**config.mk**
```make
export PLATFORM = sky130hd
export DESIGN_NAME = frequency_counter_calibrator_flat
export DESIGN_NICKNAME = d
export VERILOG_FILES = /design/src/rtl/frequency_counter_calibrator_if.sv /design/src/rtl/frequency_counter_calibrator.sv /design/src/flat_wrapper.sv
export SDC_FILE = /design/constraint.sdc
export NUM_CORES = 1
export LEC_CHECK = 0
export CORE_AREA = 8 8 116 65
export DETAILED_ROUTE_END_ITERATION = 10
export DIE_AREA = 0 0 124 73
export GPL_TIMING_DRIVEN = 0
export PLACE_DENSITY = 0.93
export SLEW_MARGIN = 20
export SYNTH_ARGS = -nofsm -noshare
export SYNTH_HDL_FRONTEND = slang
export SYNTH_SLANG_ARGS = --single-unit
```
**constraint.sdc**
```tcl
create_clock -name clk_200M -period 3.8 [get_ports clk_200M]
set_input_delay 1.14 -clock clk_200M [delete_from_list [all_inputs] [get_ports clk_200M]]
set_output_delay 1.14 -clock clk_200M [all_outputs]
set_load 0.01 [all_outputs]
```
**src/rtl/frequency_counter_calibrator_if.sv**
```systemverilog
// Sample-in / bit-out handshake between the frequency counter, the calibrator and the deframer.
interface frequency_counter_calibrator_if;
  logic [15:0] sample_i;
  logic        sample_valid_i;
  logic        bit_ready_i;
  logic        bit_o;
  logic        bit_valid_o;

  modport slave (
    input  sample_i, sample_valid_i, bit_ready_i,
    output bit_o, bit_valid_o
  );

  modport master (
    output sample_i, sample_valid_i, bit_ready_i,
    input  bit_o, bit_valid_o
  );
endinterface

```
**src/rtl/frequency_counter_calibrator.sv**
```systemverilog
// Discards settling samples, averages 2^LOG2_AVG period counts into a threshold,
// then slices each later sample into a bit delivered over valid/ready.
module frequency_counter_calibrator #(
  parameter int unsigned SETTLE_SAMPLES = 4,
  parameter int unsigned LOG2_AVG       = 6
) (
  input  logic                                clk_200M,
  input  logic                                reset_n_200M,
  input  logic                                start_i,
  frequency_counter_calibrator_if.slave       bus,
  output logic [15:0]                         compare_point_o,
  output logic                                calibrated_o,
  output logic                                busy_o,
  output logic                                overrun_o
);

  localparam int unsigned ACC_W       = 16 + LOG2_AVG;
  localparam logic [8:0]  SETTLE_LAST = 9'(SETTLE_SAMPLES - 1);
  localparam logic [8:0]  AVG_LAST    = 9'((1 << LOG2_AVG) - 1);

  typedef enum logic [1:0] {IDLE, SETTLE, ACCUM, RUN} state_t;

  state_t             state, state_next;
  logic [8:0]         cnt;
  logic [ACC_W-1:0]   acc;
  logic [ACC_W-1:0]   sum;
  logic               take;
  logic               settle_done;
  logic               accum_done;
  logic               new_bit;

  // start_i wins over a coincident sample, so the sample is masked here.
  assign take        = bus.sample_valid_i && !start_i;
  assign settle_done = take && (state == SETTLE) && (cnt == SETTLE_LAST);
  assign accum_done  = take && (state == ACCUM) && (cnt == AVG_LAST);
  assign new_bit     = take && (state == RUN);
  assign sum         = acc + ACC_W'(bus.sample_i);

  always_ff @(posedge clk_200M or negedge reset_n_200M) begin
    if (!reset_n_200M) state <= IDLE;
    else               state <= state_next;
  end

  always_comb begin
    state_next = state;
    if (start_i)          state_next = (SETTLE_SAMPLES == 0) ? ACCUM : SETTLE;
    else if (settle_done) state_next = ACCUM;
    else if (accum_done)  state_next = RUN;
  end

  always_comb begin
    busy_o = (state == SETTLE) || (state == ACCUM);
  end

  always_ff @(posedge clk_200M or negedge reset_n_200M) begin
    if (!reset_n_200M) begin
      acc             <= '0;
      cnt             <= '0;
      compare_point_o <= '0;
      calibrated_o    <= 1'b0;
      overrun_o       <= 1'b0;
      bus.bit_o       <= 1'b0;
      bus.bit_valid_o <= 1'b0;
    end else if (start_i) begin
      acc             <= '0;
      cnt             <= '0;
      calibrated_o    <= 1'b0;
      overrun_o       <= 1'b0;
      bus.bit_valid_o <= 1'b0;
    end else begin
      case (state)
        SETTLE: if (take) cnt <= settle_done ? '0 : cnt + 9'd1;
        ACCUM: if (take) begin
          acc <= sum;
          cnt <= accum_done ? '0 : cnt + 9'd1;
          if (accum_done) begin
            compare_point_o <= 16'(sum >> LOG2_AVG);
            calibrated_o    <= 1'b1;
          end
        end
        default: ;
      endcase

      // Load when empty or draining this cycle; otherwise drop and flag overrun.
      if (new_bit) begin
        if (!bus.bit_valid_o || bus.bit_ready_i) begin
          bus.bit_o       <= (bus.sample_i < compare_point_o);
          bus.bit_valid_o <= 1'b1;
        end else begin
          overrun_o <= 1'b1;
        end
      end else if (bus.bit_valid_o && bus.bit_ready_i) begin
        bus.bit_valid_o <= 1'b0;
      end
    end
  end

endmodule

```
**src/flat_wrapper.sv**
```systemverilog
// flat-port wrapper written by rule: the top's interface ports become plain ports
module frequency_counter_calibrator_flat 
#(
  parameter int unsigned SETTLE_SAMPLES = 4,
  parameter int unsigned LOG2_AVG       = 6
)
  (clk_200M, reset_n_200M, start_i, compare_point_o, calibrated_o, busy_o, overrun_o, bus_sample_i, bus_sample_valid_i, bus_bit_ready_i, bus_bit_o, bus_bit_valid_o);
  frequency_counter_calibrator_if bus_i ();
  input  logic clk_200M;
  input  logic reset_n_200M;
  input  logic start_i;
  output logic [15:0] compare_point_o;
  output logic calibrated_o;
  output logic busy_o;
  output logic overrun_o;
  input wire logic [$bits(bus_i.sample_i)-1:0] bus_sample_i;
  input wire logic [$bits(bus_i.sample_valid_i)-1:0] bus_sample_valid_i;
  input wire logic [$bits(bus_i.bit_ready_i)-1:0] bus_bit_ready_i;
  output wire logic [$bits(bus_i.bit_o)-1:0] bus_bit_o;
  output wire logic [$bits(bus_i.bit_valid_o)-1:0] bus_bit_valid_o;
  assign bus_i.sample_i = bus_sample_i;
  assign bus_i.sample_valid_i = bus_sample_valid_i;
  assign bus_i.bit_ready_i = bus_bit_ready_i;
  assign bus_bit_o = bus_i.bit_o;
  assign bus_bit_valid_o = bus_i.bit_valid_o;
  frequency_counter_calibrator #(.SETTLE_SAMPLES(SETTLE_SAMPLES), .LOG2_AVG(LOG2_AVG)) u_core (.clk_200M(clk_200M), .reset_n_200M(reset_n_200M), .start_i(start_i), .bus(bus_i), .compare_point_o(compare_point_o), .calibrated_o(calibrated_o), .busy_o(busy_o), .overrun_o(overrun_o));
endmodule
```
==> results <==
-- layout make-up --
| type | instances | area share, % |
|---|---|---|
| buffer | 8 | 0.774 |
| inverter | 26 | 2.42 |
| clock buffer | 6 | 3.19 |
| multi-input combinational | 273 | 47.9 |
| clock inverter | 2 | 0.372 |
| timing repair buffer | 41 | 10.1 |
| tap | 77 | 2.39 |
| sequential | 53 | 32.8 |
-- sequential cells by signal, summed over array words and instances (netlist names) --
register                count
u_core.acc                 22
u_core.compare_point_o     16
u_core.cnt                  9
u_core.state                2
u_core.bus.bit_o            1
u_core.bus.bit_valid_o      1
u_core.calibrated_o         1
u_core.overrun_o            1
-- cell usage in the layout, fill, tap and decap left out, types with 3 or more instances in the layout --
cell type	instances
clkbuf_1	8
dfrtp_1	53
a22o_1	8
ha_1	35
and2_1	3
clkdlybuf4s50_1	40
nand2b_1	4
xnor2_1	9
and3_1	5
o21ai_1	6
clkbuf_16	5
a21o_1	13
nand2_1	45
or3_1	5
o21ai_0	25
nor3_2	3
nand4_1	5
a31oi_1	4
xor2_1	18
nand3_1	7
a21oi_1	22
inv_1	26
nor2_1	20
nor3_1	4
-- path summary, 6_finish.rpt --
check / endpoint / slack, ns
min in group asynchronous: u_core.acc[0]$_DFFE_PN0P_ / 0.87
max in group asynchronous: u_core.acc[5]$_DFFE_PN0P_ / 2.47
hold reg to reg: u_core.acc[4]$_DFFE_PN0P_ / 0.50
hold / removal: u_core.acc[4]$_DFFE_PN0P_ / 0.50
setup / recovery: u_core.acc[16]$_DFFE_PN0P_ / 0.23
setup reg to reg: u_core.acc[16]$_DFFE_PN0P_ / 1.20
-- metrics by stage --
| stage | worst slack [ns] | setup TNS [ns] | area [sq um] | hold slack (ns) |
|---|---|---|---|---|
| 2_1_floorplan | 0.735 | 0 | 3390 | 0.454 |
| 3_3_place_gp | -0.0185 | -0.800 | 3900 | 0.470 |
| 3_5_place_dp | -0.0393 | -0.0857 | 3890 | 0.485 |
| 4_1_cts | 0.265 | 0 | 4040 | 0.501 |
| 5_1_grt | 0.148 | 0 | 4040 | 0.527 |
| 6_report | 0.231 | 0 | 4040 | 0.505 |
-- kinds of logic after synthesis --
family / Yosys count / share of synthesized area (%)
XOR/XNOR: 27 / 6.97
multiplexers: 3 / 0.959
adder cells (fa/ha/maj): 36 / 13.5
flip-flops: 53 / 39.1
AO/OA/AOI/OAI: 97 / 19.6
buffers and inverters: 34 / 3.80
AND/OR/NAND/NOR: 110 / 16.1
-- Yosys cell counts (2+ instances only) --
cell type and count:
nand3_1 7, xnor2_1 9, and2_1 3, dfrtp_1 53
clkbuf_1 7, nand4_1 5, o21ai_2 2, o21ai_0 25
ha_1 35, nand2b_1 4, a21oi_1 22, inv_1 26
o21ai_1 6, nand2_1 45, xor2_1 18, mux2_2 2
a22o_1 8, and3_1 5, a41o_1 2, or3_1 5
nor2_1 20, nor2b_1 2, a31oi_1 4, a21o_1 13
nor3_1 4, nor3_2 3
-- tightest hold or removal path, stage by stage (launching register included) --
cell and delay, ns:
dfrtp_1 0.35, nand2_1 0.05, o21ai_0 0.06
-- power groups by stage --
stage          clock network [mW]  registers (mW)  logic, mW
2_1_floorplan                   0           0.588     0.0619
3_3_place_gp                    0           0.588      0.121
5_1_grt                     0.496           0.579      0.143
4_1_cts                     0.467           0.578      0.128
6_report                    0.460           0.579      0.129
3_5_place_dp                    0           0.589      0.127
-- metal layers --
metal	global-route usage [%]	vias up	part of all wire, %
met2	31.5	129	42
li1	-	1363	-
met3	10.5	11	12
met5	0	-	0
met1	27.7	1401	45
met4	4.45	0	0.88
==> results by group <==
Outcome
  – Status: finished clean

Logic synthesis
  – Area leader, netlist: dfrtp_1
  – Syn Inst Count: 360
  – Async SR Flop Fraction: 100%
  – Synth top area cells: dfrtp_1 39%, ha_1 13%, nand2_1 5.0%, xor2_1 4.6%, o21ai_0 3.7%
  – Yosys Warn Count: 0
  – Net count after synthesis: 417
  – Mapped Area: 3390 sq um
  – Yosys reg bits: 53
  – Syn Area/Cell: 9.42 sq um
  – Post-synthesis cell type count: 51
  – Synth top area share: 39.1%
  – Sequential area share after synthesis: 39.1%
  – Most common flop cell mapped by yosys: dfrtp_1
  – Post-synth EDFFs: 0

Critical path
  – Crit Path Class: input port to register
  – Worst path slowest cell: clkdlybuf4s50_1
  – WP buf/inv: 2
  – CP cell instances: clkdlybuf4s50_1 -> ha_1 -> inv_1 -> fa_1 -> nand2b_1 -> a21oi_1 -> o41ai_2 -> o31a_4 -> or3_1 -> a21oi_1
  – WP data arrival: 3.79 ns
  – Reg2Reg Depth: 9
  – Worst path max stage delay: 0.50 ns
  – Top Family by Delay on Critical Path: compound AO/OA/AOI/OAI gates
  – Crit start category: input port
  – Most common cell on crit path: a21oi_1
  – Worst R2R Start: u_core.acc[0]$_DFFE_PN0P_
  – CP endpoint kind: register
  – Worst setup startpoint: bus_sample_i[0]
  – Crit-path max FO: 7
  – Worst EP required: 4.02 ns
  – Cell count along the critical path: 10

Cells and area
  – # diodes: 0
  – Util after Layout: 69.0%
  – Layout Cells excl Fill: 486
  – Area Growth Syn to Fin: 19.1%
  – Multi-input gate area: 1940 sq um
  – Fin nets: 465
  – Fill cells: 479
  – FF+latch area: 1330 sq um
  – Share of layout cells above drive strength 1: 6.11%

Clocking
  – Num CTS Buffers: 5
  – CTS H-Tree Depth: 2
  – Postcts setup bufs: 0
  – Clock root buffer: clkbuf_16
  – CTS sink cnt: 53
  – TritonCTS clock tree: done
  – Longest Clk Path Bufs: 2
  – Clk slew on worst S/H paths: 0.07 ns
  – Clock latency on the worst-skew pair: 0.30 ns
  – # hold bufs at CTS: 0
  – Post-CTS Resized: 0

Floorplanning
  – Die width: 124 um
  – Number of I/O pins: 42
  – Num rows: 20
  – Effective utilization at floorplan: 57.9%
  – Die height: 73 um
  – Die Area: 9050 sq um
  – Core area: 5860 sq um

Placed design
  – Dpl hpwl: 7010 um
  – Number of I/O port buffers: 41
  – DP Cell Count: 478
  – Placer Congestion: 0.901

Pwr
  – Leak: 1.89 nW
  – Sw frac: 25.5%
  – Internal: 0.870 mW
  – Sequential share of power: 49.6%
  – Psw: 0.298 mW
  – Peak supply drop: 0.177 mV
  – PwrDens: 289 nW/um^2
  – Total power: 1.17 mW
  – Power share of the clock group: 39.4%
  – Combinational power share: 11.0%

Global route
  – First-pass GRT wire length: 14700 um
  – GRT Residual Overflow: 0
  – Initial antenna violation count: 0
  – Gr usage total: 21.4%
  – Vias in the first global route: 2961
  – Largest net degree at the start of global routing: 54

Hold path
  – HP Class: register to register
  – Worst hold path depth: 2
  – HP Start: u_core.acc[4]$_DFFE_PN0P_

Timing
  – Hold Fails Final Rpt: 0
  – Unrepaired setup endpoints after global routing: no
  – Final slew viol count: 0
  – Worst rel slew slack: 31.0%
  – Final setup viols: 0
  – Final min period: 3.57 ns
  – Max Clk Rate: 0.280 GHz
  – Clock skew: 0.00744 ns
  – Actual slew at the worst max-slew pin: 1.03 ns
  – Fin crit share: 93.9%

Drt
  – Initial DRC count: 259
  – Wirelength per Cell: 18.6 um
  – First-pass detailed-route iteration total: 5
  – Via density per instance: 5.98
  – Drt total wl: 9050 um
  – Via count: 2904
  – DRC viols: 0
  – Post-route ant nets: 0

Flow run
  – MaxCap Viol Count: 0
No activity file was read; power rests on OpenSTA's default activity.
==> patch 1 (config.mk and constraints unchanged) <==
One comparison of `cnt` changes from == to >=.
--- a/src/rtl/frequency_counter_calibrator.sv
+++ b/src/rtl/frequency_counter_calibrator.sv
@@ -34,3 +34,3 @@
   assign settle_done = take && (state == SETTLE) && (cnt == SETTLE_LAST);
-  assign accum_done  = take && (state == ACCUM) && (cnt == AVG_LAST);
+  assign accum_done  = take && (state == ACCUM) && (cnt >= AVG_LAST);
   assign new_bit     = take && (state == RUN);
Check against the original RTL: no difference found for any inputs over 10 cycles, from zero or initial values and one cycle with reset_n_200M low; that may be too few to reach the edited logic, so the function may still have changed.
==> patch 1 against the unedited design <==
Non-clock buffer count shrank 1; first-iteration DRC count grew 16%; critical path depth grew 1; total power fell by 0.12%; worst setup slack worse by 150 ps; sequential cell count is the same; synthesized area increased by 0.70%; wire length rose by 1.8%; synthesized cell count is 3.6% higher; design area grew 1.4%; critical path type unchanged; largest power group unchanged.
==> patch 1: results (changes against the unedited design) <==
Parameter                              Value

Cells and area
  Final #Nets    479 (+3.0%)
  Fill cells    471 (-1.7%)
  Post-Layout Cell Count    500 (+2.9%)
  Proportion of layout cells with a drive suffix above 1    6.86% (+0.74 points)
  Final antenna diode count    0 (unchanged)

Synthesis
  Synth Area in Adders    13.4% (-0.094 points)
  Mean Syn Cell Area    9.15 um^2 (-2.8%)
  Sequential cell area fraction in the yosys report    38.8% (-0.27 points)
  Area share of xor/xnor cells in the synthesized design    5.90% (-1.1 points)
  Syn nets    430 (+3.1%)
  Area share of the largest cell type after synthesis    38.8% (-0.27 points)
  Post-synth top cells    sky130_fd_sc_hd__dfrtp_1, sky130_fd_sc_hd__nand2_1, sky130_fd_sc_hd__nor2_1, sky130_fd_sc_hd__ha_1, sky130_fd_sc_hd__inv_1
  Post-synthesis mux area share    1.98% (+1.0 points)
  Fraction of the mapped netlist area in compound gates    20.2% (+0.67 points)
  Ranking of synthesized cells by area    sky130_fd_sc_hd__dfrtp_1, sky130_fd_sc_hd__ha_1, sky130_fd_sc_hd__nand2_1
  Unique masters post-synth    47 (-7.8%)

Clock tree
  TritonCTS Buffers    5 (unchanged)
  Source-to-sink clock delay at the later pin of the worst-skew pair    310 ps
  Post-cts sizing count    0 (unchanged)
  H-tree levels    2 (unchanged)
  Clock root buffer    sky130_fd_sc_hd__clkbuf_16

Power and ir drop
  Fraction of power consumed by combinational cells    11.2% (+0.2 points)
  Worst vdd rail ir drop    171 uV (-3.2%)
  Net switching fraction of the power    25.6% (+0.056 points)
  Sequential cell fraction of total power    49.6% (about the same)
  LEAKAGE    1.83 nW (-3.3%)

GRT
  GRT met3 Usage    5.25% (-5.3 points)
  Global routing met1 resource utilization    30.8% (+3.1 points)
  Global-route usage over all layers    21.3% (-0.12 points)
  Initial antenna violation count    0 (unchanged)
  Number of global-route vias before repair    2946 (-0.51%)
  Global routing usage on met2    30.6% (-0.95 points)
  Global-route wire length before repair    14.9 mm (+1.3%)

Detailed routing
  Number of DRC markers in iteration 0    300 (+16%)
  Total routed wire length on the met1 layer    4.45 mm (+9.0%)
  Topmost layer with routed signal wires    met4
  Vias after detailed routing    3007 (+3.5%)
  Routed met3 length    826 um (-21%)
  Aggregate routed wire length    9.21 mm (+1.8%)
  Met2 routed WL    3.86 mm (+0.63%)

Timing
  Slew @ Worst Pin    817 ps (-218 ps)
  Setup skew after layout    10.5 ps (+3.05 ps)
  Setup TNS after final layout    0 ps (unchanged)

Worst setup path
  Data arrival time of the critical path    3900 ps (+110 ps)
  Crit path max-delay cell type    sky130_fd_sc_hd__clkdlybuf4s50_1
  Largest fanout of any net on the critical path    4 (-3)
  Largest stage delay, worst path    480 ps (-20 ps)

Placement
  Cell area after placement    3920 um^2 (+0.61%)
  Number of cells in the design after placement    491 (+2.7%)
  Routability-driven placement congestion ratio    0.917 (+1.8%)
  Place WS    -256 ps (-217 ps)
  Total half-perimeter wirelength after legalization and detailed placement    7.03 mm (+0.30%)

Status
  Run status    complete, no violations

Worst hold path
  Path class of the lowest-slack min-delay path    flop to flop
patch 1: layout make-up:
type                    instances  area (um^2)  area share (%)
multi-input cells             287         1990            48.6
repair buffers                 42          415            10.1
flip-flops and latches         53         1330            32.4
well taps                      77         96.3            2.35
inverters                      27          101            2.47
plain buffers                   6         25.0           0.611
clock buffers                   5          125            3.05
clock inverters                 3         17.5           0.428
patch 1: path summary, 6_finish.rpt:
kind,to,slack (ps),cells past startpoint,start
worst min register to register,u_core.acc[5]$_DFFE_PN0P_,490,1,u_core.acc[5]$_DFFE_PN0P_
max in group asynchronous,u_core.cnt[0]$_DFFE_PN0P_,2460,1,reset_n_200M
worst max-delay path,u_core.acc[18]$_DFFE_PN0P_,80,11,bus_sample_i[0]
worst max register to register,u_core.acc[18]$_DFFE_PN0P_,1060,10,u_core.acc[0]$_DFFE_PN0P_
min in group asynchronous,u_core.acc[0]$_DFFE_PN0P_,860,1,reset_n_200M
worst min-delay path,u_core.acc[5]$_DFFE_PN0P_,490,1,u_core.acc[5]$_DFFE_PN0P_
==> patch 2 (config.mk and constraints unchanged) <==
Made on the original files. `LOG2_AVG` is set to 6 in 2 places; all go to 4.
--- a/src/rtl/frequency_counter_calibrator.sv
+++ b/src/rtl/frequency_counter_calibrator.sv
@@ -4,3 +4,3 @@
   parameter int unsigned SETTLE_SAMPLES = 4,
-  parameter int unsigned LOG2_AVG       = 6
+  parameter int unsigned LOG2_AVG       = 4
 ) (
--- a/src/flat_wrapper.sv
+++ b/src/flat_wrapper.sv
@@ -4,3 +4,3 @@
   parameter int unsigned SETTLE_SAMPLES = 4,
-  parameter int unsigned LOG2_AVG       = 6
+  parameter int unsigned LOG2_AVG       = 4
 )
Behaviour: same outputs for any inputs over 10 cycles, from zero or initial values and one cycle with reset_n_200M low; that may be too few to reach the edited logic, so the function may still have changed.
==> patch 2 against the unedited design <==
Non-clock buffer count up 6; total power up 5.6%; global-route usage up 0.82 points; core utilization up 3.1 points; sequential cell count down 2; die area unchanged; clock power up 13%; wire length up 5.3%; worst setup slack better by 36 ps; synthesized area up 4.9%; count of clock-buffer cells in the layout down 1; design area up 4.5%.
==> patch 2: results (changes against the unedited design) <==
Parameter                              Value

Synthesis
  Post-synth top cells    sky130_fd_sc_hd__dfrtp_1, sky130_fd_sc_hd__ha_1, sky130_fd_sc_hd__nand2_1, sky130_fd_sc_hd__a21oi_1, sky130_fd_sc_hd__inv_1
  Ranking of synthesized cells by area    sky130_fd_sc_hd__dfrtp_1, sky130_fd_sc_hd__ha_1, sky130_fd_sc_hd__a21oi_1
  Post-synthesis mux area share    3.62% (+2.7 points)
  Area share of xor/xnor cells in the synthesized design    4.43% (-2.5 points)
  Sequential cell area fraction in the yosys report    35.9% (-3.2 points)

Status
  Run status    complete, no violations

GRT
  Global-route usage over all layers    22.3% (+0.82 points)
  Largest net degree at the start of global routing    52 (-3.7%)
  Global routing met1 resource utilization    31.2% (+3.4 points)
  GRT met3 Usage    7.57% (-2.9 points)

Worst setup path
  Critical path endpoint    u_core.compare_point_o[12]$_DFFE_PN0P_
  Data arrival time of the critical path    3710 ps (-80 ps)
  Largest fanout of any net on the critical path    4 (-3)
  Reg-to-reg setup timing slack    1220 ps (+20 ps)

Placement
  Number of cells in the design after placement    500 (+4.6%)
  Routability-driven placement congestion ratio    0.907 (+0.74%)

Detailed routing
  Via density    6.24 (+4.5%)
  Total routed wire length on the met1 layer    4.54 mm (+11%)
  Aggregate routed wire length    9.53 mm (+5.3%)
  Number of DRC markers in iteration 0    336 (+30%)
  Met2 routed WL    3.86 mm (+0.47%)

Timing
  Final worst-path setup slack    267 ps (+36.2 ps)
  Worst-case headroom to the max-slew limit    41.3% (+10 points)

Cells and area
  Final #Nets    487 (+4.7%)

Power and ir drop
  LEAKAGE    2.00 nW (+5.8%)

Worst hold path
  Worst hold start    u_core.acc[2]$_DFFE_PN0P_
==> patch 2: cell types whose count changed in the layout (fill, tap and decap cells not counted), sizes merged, moves of 4 or more <==
| cell | before | now |
|---|---|---|
| mux2i | 1 | 5 |
| a21oi | 23 | 30 |
| nand3 | 8 | 4 |
| xor2 | 18 | 12 |
| nor2 | 20 | 27 |
| mux2 | 2 | 7 |
| o21ai | 33 | 19 |
| o211ai | 0 | 7 |
| nand2 | 45 | 35 |
| buf | 2 | 8 |
| o311ai | 0 | 5 |
| a31oi | 6 | 2 |
==> patch 2: cell type report <==
cell class | count | area (um^2)
Multi-Input combinational cell | 290 | 2100
Fill cell | 453 | 1640
Sequential cell | 51 | 1280
Timing Repair Buffer | 40 | 398
Clock buffer | 5 | 125
Inverter | 27 | 101
Tap cell | 77 | 96.3
Buffer | 15 | 76.3
Clock inverter | 3 | 43.8
